`src/rtl/idu_stage_ctrl.sv`:
```
// Decode-stage controller between IFU and EXU: decodes and registers fields, with a one-entry skid buffer.
// Optional performance counters are enabled by defining IDU_PERF_EN.
module idu_stage_ctrl #(
    parameter int unsigned XLEN         = 32,
    parameter logic [31:0] RESET_PC_TAG = 32'h0
) (
    input  logic            clk,
    input  logic            rst,
    input  logic            in_valid,
    output logic            in_ready,
    input  logic [31:0]     in_inst,
    input  logic [XLEN-1:0] in_pc,
    input  logic            flush,
    output logic            out_valid,
    input  logic            out_ready,
    output logic [XLEN-1:0] out_pc,
    output logic [XLEN-1:0] out_imm,
    output logic [2:0]      out_type,
    output logic [4:0]      out_rs1,
    output logic [4:0]      out_rs2,
    output logic [4:0]      out_rd,
    output logic [2:0]      out_funct3,
    output logic            out_illegal
`ifdef IDU_PERF_EN
    ,
    output logic [31:0]     perf_decoded,
    output logic [31:0]     perf_stall
`endif
);

    localparam int unsigned TYPE_W = 3;
    localparam int unsigned REG_W  = 5;
    localparam int unsigned F3_W   = 3;
    localparam int unsigned PERF_W = 32;

    localparam logic [4:0] OPC_LOAD   = 5'b00000;
    localparam logic [4:0] OPC_MISC   = 5'b00011;
    localparam logic [4:0] OPC_OPIMM  = 5'b00100;
    localparam logic [4:0] OPC_AUIPC  = 5'b00101;
    localparam logic [4:0] OPC_STORE  = 5'b01000;
    localparam logic [4:0] OPC_OP     = 5'b01100;
    localparam logic [4:0] OPC_LUI    = 5'b01101;
    localparam logic [4:0] OPC_BRANCH = 5'b11000;
    localparam logic [4:0] OPC_JALR   = 5'b11001;
    localparam logic [4:0] OPC_JAL    = 5'b11011;
    localparam logic [4:0] OPC_SYSTEM = 5'b11100;

    typedef enum logic [TYPE_W-1:0] {
        FMT_R   = 3'd0,
        FMT_I   = 3'd1,
        FMT_S   = 3'd2,
        FMT_B   = 3'd3,
        FMT_U   = 3'd4,
        FMT_J   = 3'd5,
        FMT_ILL = 3'd7
    } fmt_e;

    typedef enum logic [1:0] {
        EMPTY = 2'd0,
        ONE   = 2'd1,
        TWO   = 2'd2
    } state_e;

    typedef struct packed {
        logic [XLEN-1:0]   pc;
        logic [XLEN-1:0]   imm;
        logic [TYPE_W-1:0] typ;
        logic [REG_W-1:0]  rs1;
        logic [REG_W-1:0]  rs2;
        logic [REG_W-1:0]  rd;
        logic [F3_W-1:0]   funct3;
        logic              illegal;
    } dec_t;

    // Immediate generator: driven by opcode[6:2] and inst[31:7] only.
    function automatic logic [31:0] imm_gen(input logic [4:0] opc, input logic [31:7] ib);
        logic [31:0] imm;
        imm = 32'h0;
        case (opc)
            OPC_LOAD, OPC_OPIMM, OPC_JALR, OPC_SYSTEM, OPC_MISC:
                imm = {{20{ib[31]}}, ib[31:20]};
            OPC_STORE:
                imm = {{20{ib[31]}}, ib[31:25], ib[11:7]};
            OPC_BRANCH:
                imm = {{19{ib[31]}}, ib[31], ib[7], ib[30:25], ib[11:8], 1'b0};
            OPC_LUI, OPC_AUIPC:
                imm = {ib[31:12], 12'h000};
            OPC_JAL:
                imm = {{11{ib[31]}}, ib[31], ib[19:12], ib[20], ib[30:21], 1'b0};
            default:
                imm = 32'h0;
        endcase
        return imm;
    endfunction

    state_e      state_q, state_d;
    dec_t        main_q, main_d;
    dec_t        skid_q, skid_d;
    logic        in_ready_q, in_ready_d;
    logic        out_valid_q, out_valid_d;

    fmt_e        fmt;
    logic [31:0] imm_raw;
    dec_t        dec;
    logic        accept;
    logic        drain;

    // Format classification; anything unknown or non-32-bit encoding is illegal.
    always_comb begin
        fmt = FMT_ILL;
        case (in_inst[6:2])
            OPC_OP:                                               fmt = FMT_R;
            OPC_LOAD, OPC_OPIMM, OPC_JALR, OPC_SYSTEM, OPC_MISC:  fmt = FMT_I;
            OPC_STORE:                                            fmt = FMT_S;
            OPC_BRANCH:                                           fmt = FMT_B;
            OPC_LUI, OPC_AUIPC:                                   fmt = FMT_U;
            OPC_JAL:                                              fmt = FMT_J;
            default:                                              fmt = FMT_ILL;
        endcase
        if (in_inst[1:0] != 2'b11) begin
            fmt = FMT_ILL;
        end
    end

    assign imm_raw = imm_gen(in_inst[6:2], in_inst[31:7]);

    always_comb begin
        dec         = '0;
        dec.pc      = in_pc;
        dec.typ     = fmt;
        dec.illegal = (fmt == FMT_ILL);
        dec.imm     = (fmt == FMT_ILL) ? '0 : XLEN'(imm_raw);
        dec.rs1     = in_inst[19:15];
        dec.rs2     = in_inst[24:20];
        dec.rd      = in_inst[11:7];
        dec.funct3  = in_inst[14:12];
    end

    assign accept = in_valid & in_ready_q;
    assign drain  = out_valid_q & out_ready;

    // Occupancy FSM: next state and data movement between input, skid and main.
    always_comb begin
        state_d = state_q;
        main_d  = main_q;
        skid_d  = skid_q;
        if (flush) begin
            state_d = EMPTY;
        end else begin
            case (state_q)
                EMPTY: begin
                    if (accept) begin
                        main_d  = dec;
                        state_d = ONE;
                    end
                end
                ONE: begin
                    if (accept && drain) begin
                        main_d  = dec;
                    end else if (accept) begin
                        skid_d  = dec;
                        state_d = TWO;
                    end else if (drain) begin
                        state_d = EMPTY;
                    end
                end
                TWO: begin
                    if (drain) begin
                        main_d  = skid_q;
                        state_d = ONE;
                    end
                end
                default: begin
                    state_d = EMPTY;
                end
            endcase
        end
        out_valid_d = (state_d != EMPTY);
        in_ready_d  = (state_d != TWO);
    end

    always_ff @(posedge clk or posedge rst) begin
        if (rst) begin
            state_q        <= EMPTY;
            main_q         <= '0;
            main_q.pc      <= XLEN'(RESET_PC_TAG);
            skid_q         <= '0;
            in_ready_q     <= 1'b0;
            out_valid_q    <= 1'b0;
        end else begin
            state_q        <= state_d;
            main_q         <= main_d;
            skid_q         <= skid_d;
            in_ready_q     <= in_ready_d;
            out_valid_q    <= out_valid_d;
        end
    end

    assign in_ready    = in_ready_q;
    assign out_valid   = out_valid_q;
    assign out_pc      = main_q.pc;
    assign out_imm     = main_q.imm;
    assign out_type    = main_q.typ;
    assign out_rs1     = main_q.rs1;
    assign out_rs2     = main_q.rs2;
    assign out_rd      = main_q.rd;
    assign out_funct3  = main_q.funct3;
    assign out_illegal = main_q.illegal;

`ifdef IDU_PERF_EN
    logic [PERF_W-1:0] perf_decoded_q, perf_decoded_d;
    logic [PERF_W-1:0] perf_stall_q, perf_stall_d;

    // Free-running event counters; wrap naturally and ignore flush.
    always_comb begin
        perf_decoded_d = perf_decoded_q;
        perf_stall_d   = perf_stall_q;
        if (drain) begin
            perf_decoded_d = perf_decoded_q + PERF_W'(1);
        end
        if (out_valid_q && !out_ready) begin
            perf_stall_d = perf_stall_q + PERF_W'(1);
        end
    end

    always_ff @(posedge clk or posedge rst) begin
        if (rst) begin
            perf_decoded_q <= '0;
            perf_stall_q   <= '0;
        end else begin
            perf_decoded_q <= perf_decoded_d;
            perf_stall_q   <= perf_stall_d;
        end
    end

    assign perf_decoded = perf_decoded_q;
    assign perf_stall   = perf_stall_q;
`endif

endmodule

```
`config.mk`:
```
export PLATFORM = sky130hd
export DESIGN_NAME = idu_stage_ctrl
export DESIGN_NICKNAME = d
export VERILOG_FILES = /design/src/rtl/idu_stage_ctrl.sv
export SDC_FILE = /design/constraint.sdc
export NUM_CORES = 1
export LEC_CHECK = 0
export BUFFER_PORTS_ARGS = -buffer_cell sky130_fd_sc_hd__buf_2
export CAP_MARGIN = 25
export CORE_MARGIN = 3
export CORE_UTILIZATION = 59
export DETAILED_ROUTE_END_ITERATION = 8
export HOLD_SLACK_MARGIN = 0.1
export PLACE_DENSITY = 0.87
export RECOVER_POWER = 100
export SLEW_MARGIN = 0
export SYNTH_ARGS = -nofsm -noshare
export SYNTH_HDL_FRONTEND = slang
export SYNTH_SLANG_ARGS = --single-unit
```
`constraint.sdc`:
```
create_clock -name clk -period 18.3 [get_ports clk]
set_input_delay 3.66 -clock clk [delete_from_list [all_inputs] [get_ports clk]]
set_output_delay 3.66 -clock clk [all_outputs]
set_load 0.02 [all_outputs]
```
======== Yosys cells after proc, flatten, opt, wreduce, memory -nomap -nowiden ========
Memory sizes are Yosys's and may differ from the RTL's.
Index checks and enable logic that the tools add are counted.
W data, S select, Z words.
word-level totals
  register bits after elaboration ......... 176
  memory bits (read-only) ................. 96
  logic and storage cells ................. 64
  memories kept ........................... 1
cells by class
  equal/unequal tests ..................... 17
  muxes and demuxes ....................... 14
  bitwise gates (word level) .............. 4
  reductions and logical operators ........ 9
memories
  memory           depth  bits a word  rd ports  clocked after Yosys merged registers in  wr ports  line  text
  (no name shown)  32     3            1         0                                        0         111   case (in_inst[6:2])
operators by type and width
  operator              number
  $mux W86              3
  $pmux W86 S3          1
  $pmux W32 S5          1
  $mux W32              1
  $eq A5 B5 Y1 const B  4
  $mux W2               6
  $eq A5 B3 Y1 const B  2
  $eq A5 B4 Y1 const B  2
  $ne A2 B2 Y1 const B  5
  $pmux W2 S3           1
  $eq A5 B2 Y1 const B  1
  $logic_not A5 Y1      1
  $reduce_and A5 Y1     1
  $reduce_or A5 Y1      1
  $reduce_and A4 Y1     1
  $eq A3 B3 Y1 const B  1
  $mux W3               1
  $reduce_bool A3 Y1    1
  $and A1 B1 Y1         2
  $eq A2 B1 Y1 const B  1
  $eq A2 B2 Y1 const B  1
  $logic_not A2 Y1      1
  $not A1 Y1            2
  $reduce_bool A2 Y1    1
  other kinds (2)       2

======== Depth between registers and ports, before layout ========
Gate-level depths: netlist of run 1.
  depth in word-level cells ............... 7
  gate-level depth with buffers ........... 9

======== Worst setup path after synthesis of run 1 ========
OpenSTA, ideal clock, no wires.
  path kind ............................... input to register
  from .................................... in in_inst[3]
  to ...................................... reg main_q (netlist bit out_imm[10])
  arrival ................................. 5.518 ns
  required time ........................... 18.174 ns
  slack ................................... 12.656 ns
  stages .................................. 8
  cell sequence ........................... inv_1 ha_1 nor2b_1 or4_1 a311o_1 and4_1 clkbuf_1 a221o_1
on the way
  cells in the longest elaborated chain, start to end .. 6
RTL lines
  element                                       line      text
  from (decl)                                   11        input logic [31:0] in_inst,
  $mem_v2 Z32 W3 (tied with other cells)        n/a
  $mux W3 (tied with other cells)               120       if (in_inst[1:0] != 2'b11) begin
  $eq A3 B3 Y1 or $pmux W32 S5 (tied branches)  132, 79
  $mux W32 (*)                                  132       dec.imm = (fmt == FMT_ILL) ? '0 : XLEN'(imm_raw);
  $mux W86, on equally long branches            158, 152
  $pmux W86 S3 (*)                              150       case (state_q)
  to (signal assigned)                          192       main_q <= main_d;
  to (decl)                                     97        dec_t main_q, main_d;
Mark *: on every way between the ends. The rest lies on a longest branch, timed or not. The select of a mux whose other input is x is not followed.
A chain may end at the register's enable or synchronous reset.

==> results of run 1 <==
cell type report:
class                           count  area share (%)
Sequential cell                   176            47.5
Clock buffer                       22            5.22
Inverter                           10           0.418
Timing Repair Buffer              163            8.02
Tap cell                          172            2.32
Multi-Input combinational cell    544            34.6
Clock inverter                      9            1.93
flip-flops by register name, summed over array words and instances, names as in the netlist:
signal / cells
out_illegal: 1
out_rs2: 5
state_q: 2
skid_q: 86
out_imm: 32
out_rs1: 5
out_rd: 5
out_type: 3
out_pc: 32
out_funct3: 3
in_ready: 1
out_valid: 1
metal layers:
| metal | share of wire [%] | vias up | GRT usage (%) |
|---|---|---|---|
| li1 | - | 3024 | - |
| met1 | 42 | 3246 | 38.2 |
| met2 | 48 | 311 | 41.5 |
| met3 | 7.8 | 33 | 7.04 |
| met4 | 2.2 | 0 | 9.87 |
| met5 | 0 | - | 0 |
cells in the mapped netlist, drive strengths merged:
| master | instances | share of area, % |
|---|---|---|
| o22ai | 16 | 1.3 |
| nor3b | 2 | 0.19 |
| a21oi | 39 | 2.5 |
| and2 | 13 | 1.0 |
| a31oi | 51 | 4.1 |
| o31ai | 27 | 2.6 |
| o31a | 1 | 0.11 |
| mux2i | 14 | 1.8 |
| a311oi | 1 | 0.11 |
| ha | 3 | 0.48 |
| a32o | 6 | 0.76 |
| dfrtp | 176 | 56 |
| a311o | 1 | 0.13 |
| nand4 | 1 | 0.080 |
| and3 | 7 | 0.56 |
| or3 | 1 | 0.080 |
| o21ba | 1 | 0.13 |
| a221o | 7 | 0.89 |
| nor2b | 11 | 0.88 |
| nand3b | 3 | 0.29 |
| nor2 | 81 | 3.9 |
| o211ai | 1 | 0.096 |
| o2bb2ai | 1 | 0.11 |
| nand3 | 8 | 0.51 |
| a221oi | 1 | 0.11 |
| o21bai | 1 | 0.096 |
| buf | 10 | 0.61 |
| a22o | 1 | 0.11 |
| a22oi | 6 | 0.57 |
| mux2 | 51 | 7.3 |
| nand2b | 4 | 0.32 |
| clkbuf | 47 | 2.2 |
| inv | 10 | 0.48 |
| a21o | 1 | 0.096 |
| or4 | 1 | 0.096 |
| o21ai | 29 | 1.8 |
| and4 | 1 | 0.11 |
| a211oi | 3 | 0.29 |
| nand2 | 145 | 6.9 |
| nor3 | 4 | 0.25 |
where the power goes:
group          switching, W  total, W  leakage, nW  internal (W)
combinational      0.000179  0.000289         1.61      0.000110
sequential        0.0000620  0.000559         2.16      0.000497
clock              0.000149  0.000405        0.318      0.000256
total              0.000390   0.00125         4.09      0.000863
cells by family (layout without fill, tap and decap cells):
logic type	Yosys count	after routing	synth area share, %
flops	176	176	56.1
mux	65	65	9.09
simple gates	282	282	15.2
buf+inv	67	204	3.33
compound gates	194	194	15.9
fa+ha+maj	3	3	0.478
through the flow:
stage	instance area [sq um]	hold WS [ns]	instances	setup slack, ns
after floorplan	7860	0.440	787	9.87
after global placement	8700	0.451	1063	12.17
after detailed placement	8750	0.458	1065	12.07
after CTS	9420	0.473	1096	12.47
after global routing	9270	0.492	1096	7.67
final	9270	0.469	1096	8.80
how the worst max path moves through the flow:
stage / from / endpoint / slack (ns) / cells after the start
after floorplan: rst / in_ready$_DFF_PP0_ / 9.87 / 1
after CTS: in_valid / skid_q[28]$_DFFE_PP0P_ / 12.47 / 7
final: rst / out_rs2[4]$_DFFE_PP0P_ / 8.80 / 3
after global routing: rst / skid_q[35]$_DFFE_PP0P_ / 7.67 / 3
after detailed placement: in_valid / skid_q[27]$_DFFE_PP0P_ / 12.07 / 7
after global placement: in_valid / skid_q[27]$_DFFE_PP0P_ / 12.17 / 7
worst max-delay path: cells and delay by family:
kind,cells,cell delay [ns]
buffers and inverters,3,5.35
==> flow_metrics.py, run 1 <==
metrics = {
    "status": {
        "run_status": "finished, violations left",
        "violations": "capacitance limit, slew limit",
    },
    "global_routing": {
        "grt_max_degree": 102,
        "grt_use_total_pct": 27.3,
        "grt_pass1_vias": 6315,
        "grt_pass1_wl_um": 31600,
        "antenna_found_initial": 0,
        "grt.overflow.total": 0,
    },
    "placed_design": {
        "port_buffers": 156,
        "hpwl_um": 12400,
        "gp_congestion": 0.885,
    },
    "route": {
        "wl_per_cell_um": 18.0,
        "first_pass_iters": 5,
        "drc": 0,
        "viasPerCell": 6.03,
        "drtIter0Drc": 763,
        "ant_nets": 0,
        "routed_wl_um": 19800,
        "num_vias": 6614,
    },
    "clocking": {
        "post_cts_buffers": 0,
        "cts_tree": "built",
        "clk_transition_reported_paths_ns": 0.06,
        "cts-root-buf": "clkbuf_16",
        "ctsHoldBuffers": 0,
        "insertion_delay_ns": 0.43,
        "cts.sinks": 176,
        "htreeDepth": 4,
        "clockBufferDepth": 2,
        "numCtsBuffers": 17,
        "ctsResizeCount": 0,
    },
    "setup_path": {
        "cp-end-kind": "asynchronous set/reset pin",
        "crit_required_ns": 17.94,
        "crit_slowest_cell": "clkbuf_1",
        "slowest_delay_ns": 2.86,
        "rr_worst_depth": 6,
        "reg2reg_slack_ns": 12.29,
        "critical_path.max_fanout": 101,
        "worstPathArrival_ns": 9.15,
        "path_cells": "buf_2 -> clkinvlp_2 -> clkbuf_1",
        "r2r_end": "skid_q[28]$_DFFE_PP0P_",
        "crit_path_start_kind": "primary input",
        "regToRegStartpoint": "state_q[1]$_DFF_PP0_",
        "worst-setup-path-type": "in2async",
    },
    "yosys": {
        "synth_nets": 859,
        "syn_inst": 787,
        "ys_seq_area_share_pct": 56.1,
        "synth_area_sq_mm": 0.00786,
        "synth_cell_types": 43,
        "ys_seq_elements": 176,
        "yosysWarnings": 0,
        "syn_avg_cell_area_sq_um": 9.98,
    },
    "cells_and_area": {
        "antenna_cells": 0,
        "layout_common_cells": "dfrtp_1, nand2_1, clkbuf_1",
        "drive_gt1_share_pct": 16.9,
        "area_growth_pct": 18.0,
        "nFillCells": 989,
        "nets": 984,
        "layout_commonest_cell": "dfrtp_1",
        "fin_util_pct": 72.3,
        "multi_input_area_sq_mm": 0.00321,
        "seq_area_sq_mm": 0.00440,
    },
    "pwr": {
        "leakage_nw": 4.09,
        "vdd_drop_max_v": 0.000104,
        "p_total_w": 0.00125,
        "power_density_mw_per_mm2": 135,
    },
    "timing": {
        "fin_setup_tns_ns": 0,
        "clock.fmax_ghz": 0.105,
        "clock_skew_ns": 0.0123,
        "finalMaxSlewViolations": 403,
        "rsz0062_at_grt": "false",
        "finalSetupViolCount": 0,
        "layout_min_cycle_time_ns": 9.50,
        "fin_crit_sh_pct": 51.9,
        "slew_headroom_pct": -190,
        "worst_pin_slew_ns": 4.33,
        "hold_viol": 0,
    },
    "job": {
        "drv_cap": 6,
    },
    "hold_path": {
        "holdPathStages": 2,
        "worst_hold_path.endpoint": "skid_q[37]$_DFFE_PP0P_",
        "hp-start": "skid_q[37]$_DFFE_PP0P_",
        "hold_path_class": "reg2reg",
    },
    "floorplanning": {
        "start_util_pct": 61.3,
        "fp.dieW_um": 121,
        "core_area_sq_mm": 0.0128,
        "dieArea_sq_mm": 0.0147,
        "ioPinCount": 157,
        "num_rows": 41,
        "dieHeight_um": 121,
    },
}
Power figures use the tool's default switching activity.
==> inputs of run 2 (changes only) <==
- CORE_UTILIZATION: 59 -> 55
- PLACE_DENSITY: 0.87 -> 0.82
- clock period: 18.3 -> 9.2 ns (I/O delays scaled with it)
==> run 2 against run 1 <==
Against the previous run: the flow still finishes with violations (capacitance limit, slew limit); routed wire length fell by 3.8%; core utilization fell by 5.9 points; total power grew 92%; register-to-register slack worse by 6.8 ns; clock-buffer cell count down 2; non-clock buffer count rose by 2; final cell count is 1.0% higher; worst setup slack worse by 5.2 ns; clock skew shrank 0.0063 ns; global-route usage decreased by 3.1 points; critical endpoint is now out_rd[4]$_DFFE_PP0P_; highest routed layer unchanged.
==> flow_metrics.py, run 2 (synthesized netlist as in run 1, its figures left out) <==
metrics = {
    "setup_path": {
        "cp-end-kind": "asynchronous set/reset pin",
        "crit_path_start_kind": "primary input",
        "worstPathArrival_ns": 5.36,
        "rr_worst_depth": 7,
        "regToRegStartpoint": "state_q[1]$_DFF_PP0_",
        "worst-setup-path-type": "in2async",
        "critical_path.max_fanout": 102,
        "reg2reg_slack_ns": 5.44,
        "crit_required_ns": 8.93,
        "r2r_end": "out_imm[17]$_DFFE_PP0P_",
    },
    "cells_and_area": {
        "stdcell_count": 1107,
        "largest_register": "skid_q",
        "drive_gt1_share_pct": 17.2,
        "nFillCells": 1136,
        "layout_commonest_cell": "dfrtp_1",
        "layout_common_cells": "dfrtp_1, nand2_1, clkbuf_1",
        "area_growth_pct": 17.8,
        "largest_reg_flops": 86,
        "nets": 986,
        "final_area_sq_mm": 0.00926,
        "antenna_cells": 0,
    },
    "hold_path": {
        "holdPathStages": 2,
        "hold_path_class": "reg2reg",
        "worst_hold_path.endpoint": "skid_q[39]$_DFFE_PP0P_",
        "hp-start": "skid_q[39]$_DFFE_PP0P_",
    },
    "global_routing": {
        "antenna_found_initial": 0,
        "grt_use_total_pct": 24.1,
        "grt_pass1_vias": 6089,
        "grt.overflow.total": 0,
        "grt_max_degree": 111,
        "grt_pass1_wl_um": 30800,
    },
    "timing": {
        "finalMaxSlewViolations": 98,
        "clock_skew_ns": 0.00602,
        "worst_pin_slew_ns": 3.53,
        "slew_headroom_pct": -135,
        "finalSetupViolCount": 0,
        "fin_setup_tns_ns": 0,
        "fin_crit_sh_pct": 61.2,
        "layout_min_cycle_time_ns": 5.63,
        "clock.fmax_ghz": 0.178,
        "rsz0062_at_grt": "false",
        "hold_viol": 0,
    },
    "placed_design": {
        "gp_congestion": 0.850,
        "dp.cells": 1073,
        "dpl-instance-area_sq_mm": 0.00875,
        "hpwl_um": 12100,
        "port_buffers": 156,
    },
    "clocking": {
        "clockBufferDepth": 2,
        "cts_tree": "built",
        "ctsResizeCount": 0,
        "numCtsBuffers": 17,
        "cts.sinks": 176,
        "ctsHoldBuffers": 0,
        "post_cts_buffers": 0,
        "htreeDepth": 4,
        "clk_transition_reported_paths_ns": 0.07,
        "cts-root-buf": "clkbuf_16",
        "insertion_delay_ns": 0.43,
    },
    "pwr": {
        "leakage_nw": 4.07,
        "p_total_w": 0.00240,
        "vdd_drop_max_v": 0.000156,
        "power_density_mw_per_mm2": 260,
    },
    "floorplanning": {
        "dieArea_sq_mm": 0.0158,
        "fp.dieW_um": 126,
        "core_area_sq_mm": 0.0139,
        "start_util_pct": 56.4,
        "dieHeight_um": 126,
        "ioPinCount": 157,
        "num_rows": 43,
    },
    "route": {
        "wl_per_cell_um": 17.2,
        "first_pass_iters": 5,
        "routed_wl_um": 19000,
        "drtIter0Drc": 632,
        "ant_nets": 0,
        "viasPerCell": 5.74,
        "drc": 0,
        "num_vias": 6356,
    },
    "status": {
        "violations": "capacitance limit, slew limit",
        "run_status": "finished, violations left",
    },
    "job": {
        "drv_cap": 2,
    },
}
run 2: cell count changes in the layout (fill, tap and decap cells not counted), moves of 2 or more:
cell and delta:
bufinv_16 -3, inv_6 +3, buf_2 -2, clkinv_2 +2, clkinvlp_4 +2
run 2: layer usage:
layer / track usage (%) / wire length, um / vias to the layer above
li1: - / - / 3032
met1: 33.8 / 8480 / 3068
met2: 37.7 / 8910 / 228
met3: 5.21 / 1250 / 28
met4: 8.29 / 369 / 0
met5: 0 / 0 / -
run 2: how the worst max path moves through the flow:
| stage | startpoint | cells after the start | slack (ns) | endpoint |
|---|---|---|---|---|
| 6_report | rst | 4 | 3.57 | out_rd[4]$_DFFE_PP0P_ |
| 5_1_grt | rst | 4 | 2.80 | skid_q[63]$_DFFE_PP0P_ |
| 4_1_cts | in_valid | 7 | 5.34 | skid_q[29]$_DFFE_PP0P_ |
| 3_5_place_dp | in_valid | 7 | 4.90 | skid_q[31]$_DFFE_PP0P_ |
| 3_3_place_gp | in_valid | 7 | 4.92 | skid_q[31]$_DFFE_PP0P_ |
| 2_1_floorplan | rst | 1 | 2.59 | in_ready$_DFF_PP0_ |
run 2: area by class of cell:
type / count / area (sq um) / area share [%]
flip-flops and latches: 176 / 4400 / 47.6
multi-input cells: 544 / 3210 / 34.6
repair buffers: 165 / 783 / 8.46
clock buffers: 20 / 467 / 5.04
well taps: 180 / 225 / 2.43
clock inverters: 12 / 131 / 1.42
inverters: 10 / 38.8 / 0.419
run 2: where the power goes:
part / total, W / internal, W / switching, W
clock network: 0.000728 / 0.000423 / 0.000305
registers: 0.00110 / 0.000987 / 0.000117
logic: 0.000570 / 0.000216 / 0.000354
run 2: worst max-delay path: stages:
cell,delay (ns)
clkbuf_1,0.09
clkinvlp_2,0.35
buf_16,0.43
clkbuf_1,2.53
run 2: per-stage QoR:
stage          hold WS (ns)  setup slack [ns]  util [%]
4_1_cts               0.472              5.34      67.1
6_report              0.469              3.57      66.4
5_1_grt               0.495              2.80      66.4
2_1_floorplan         0.440              2.59         -
3_5_place_dp          0.458              4.90      62.8
3_3_place_gp          0.451              4.92      62.5
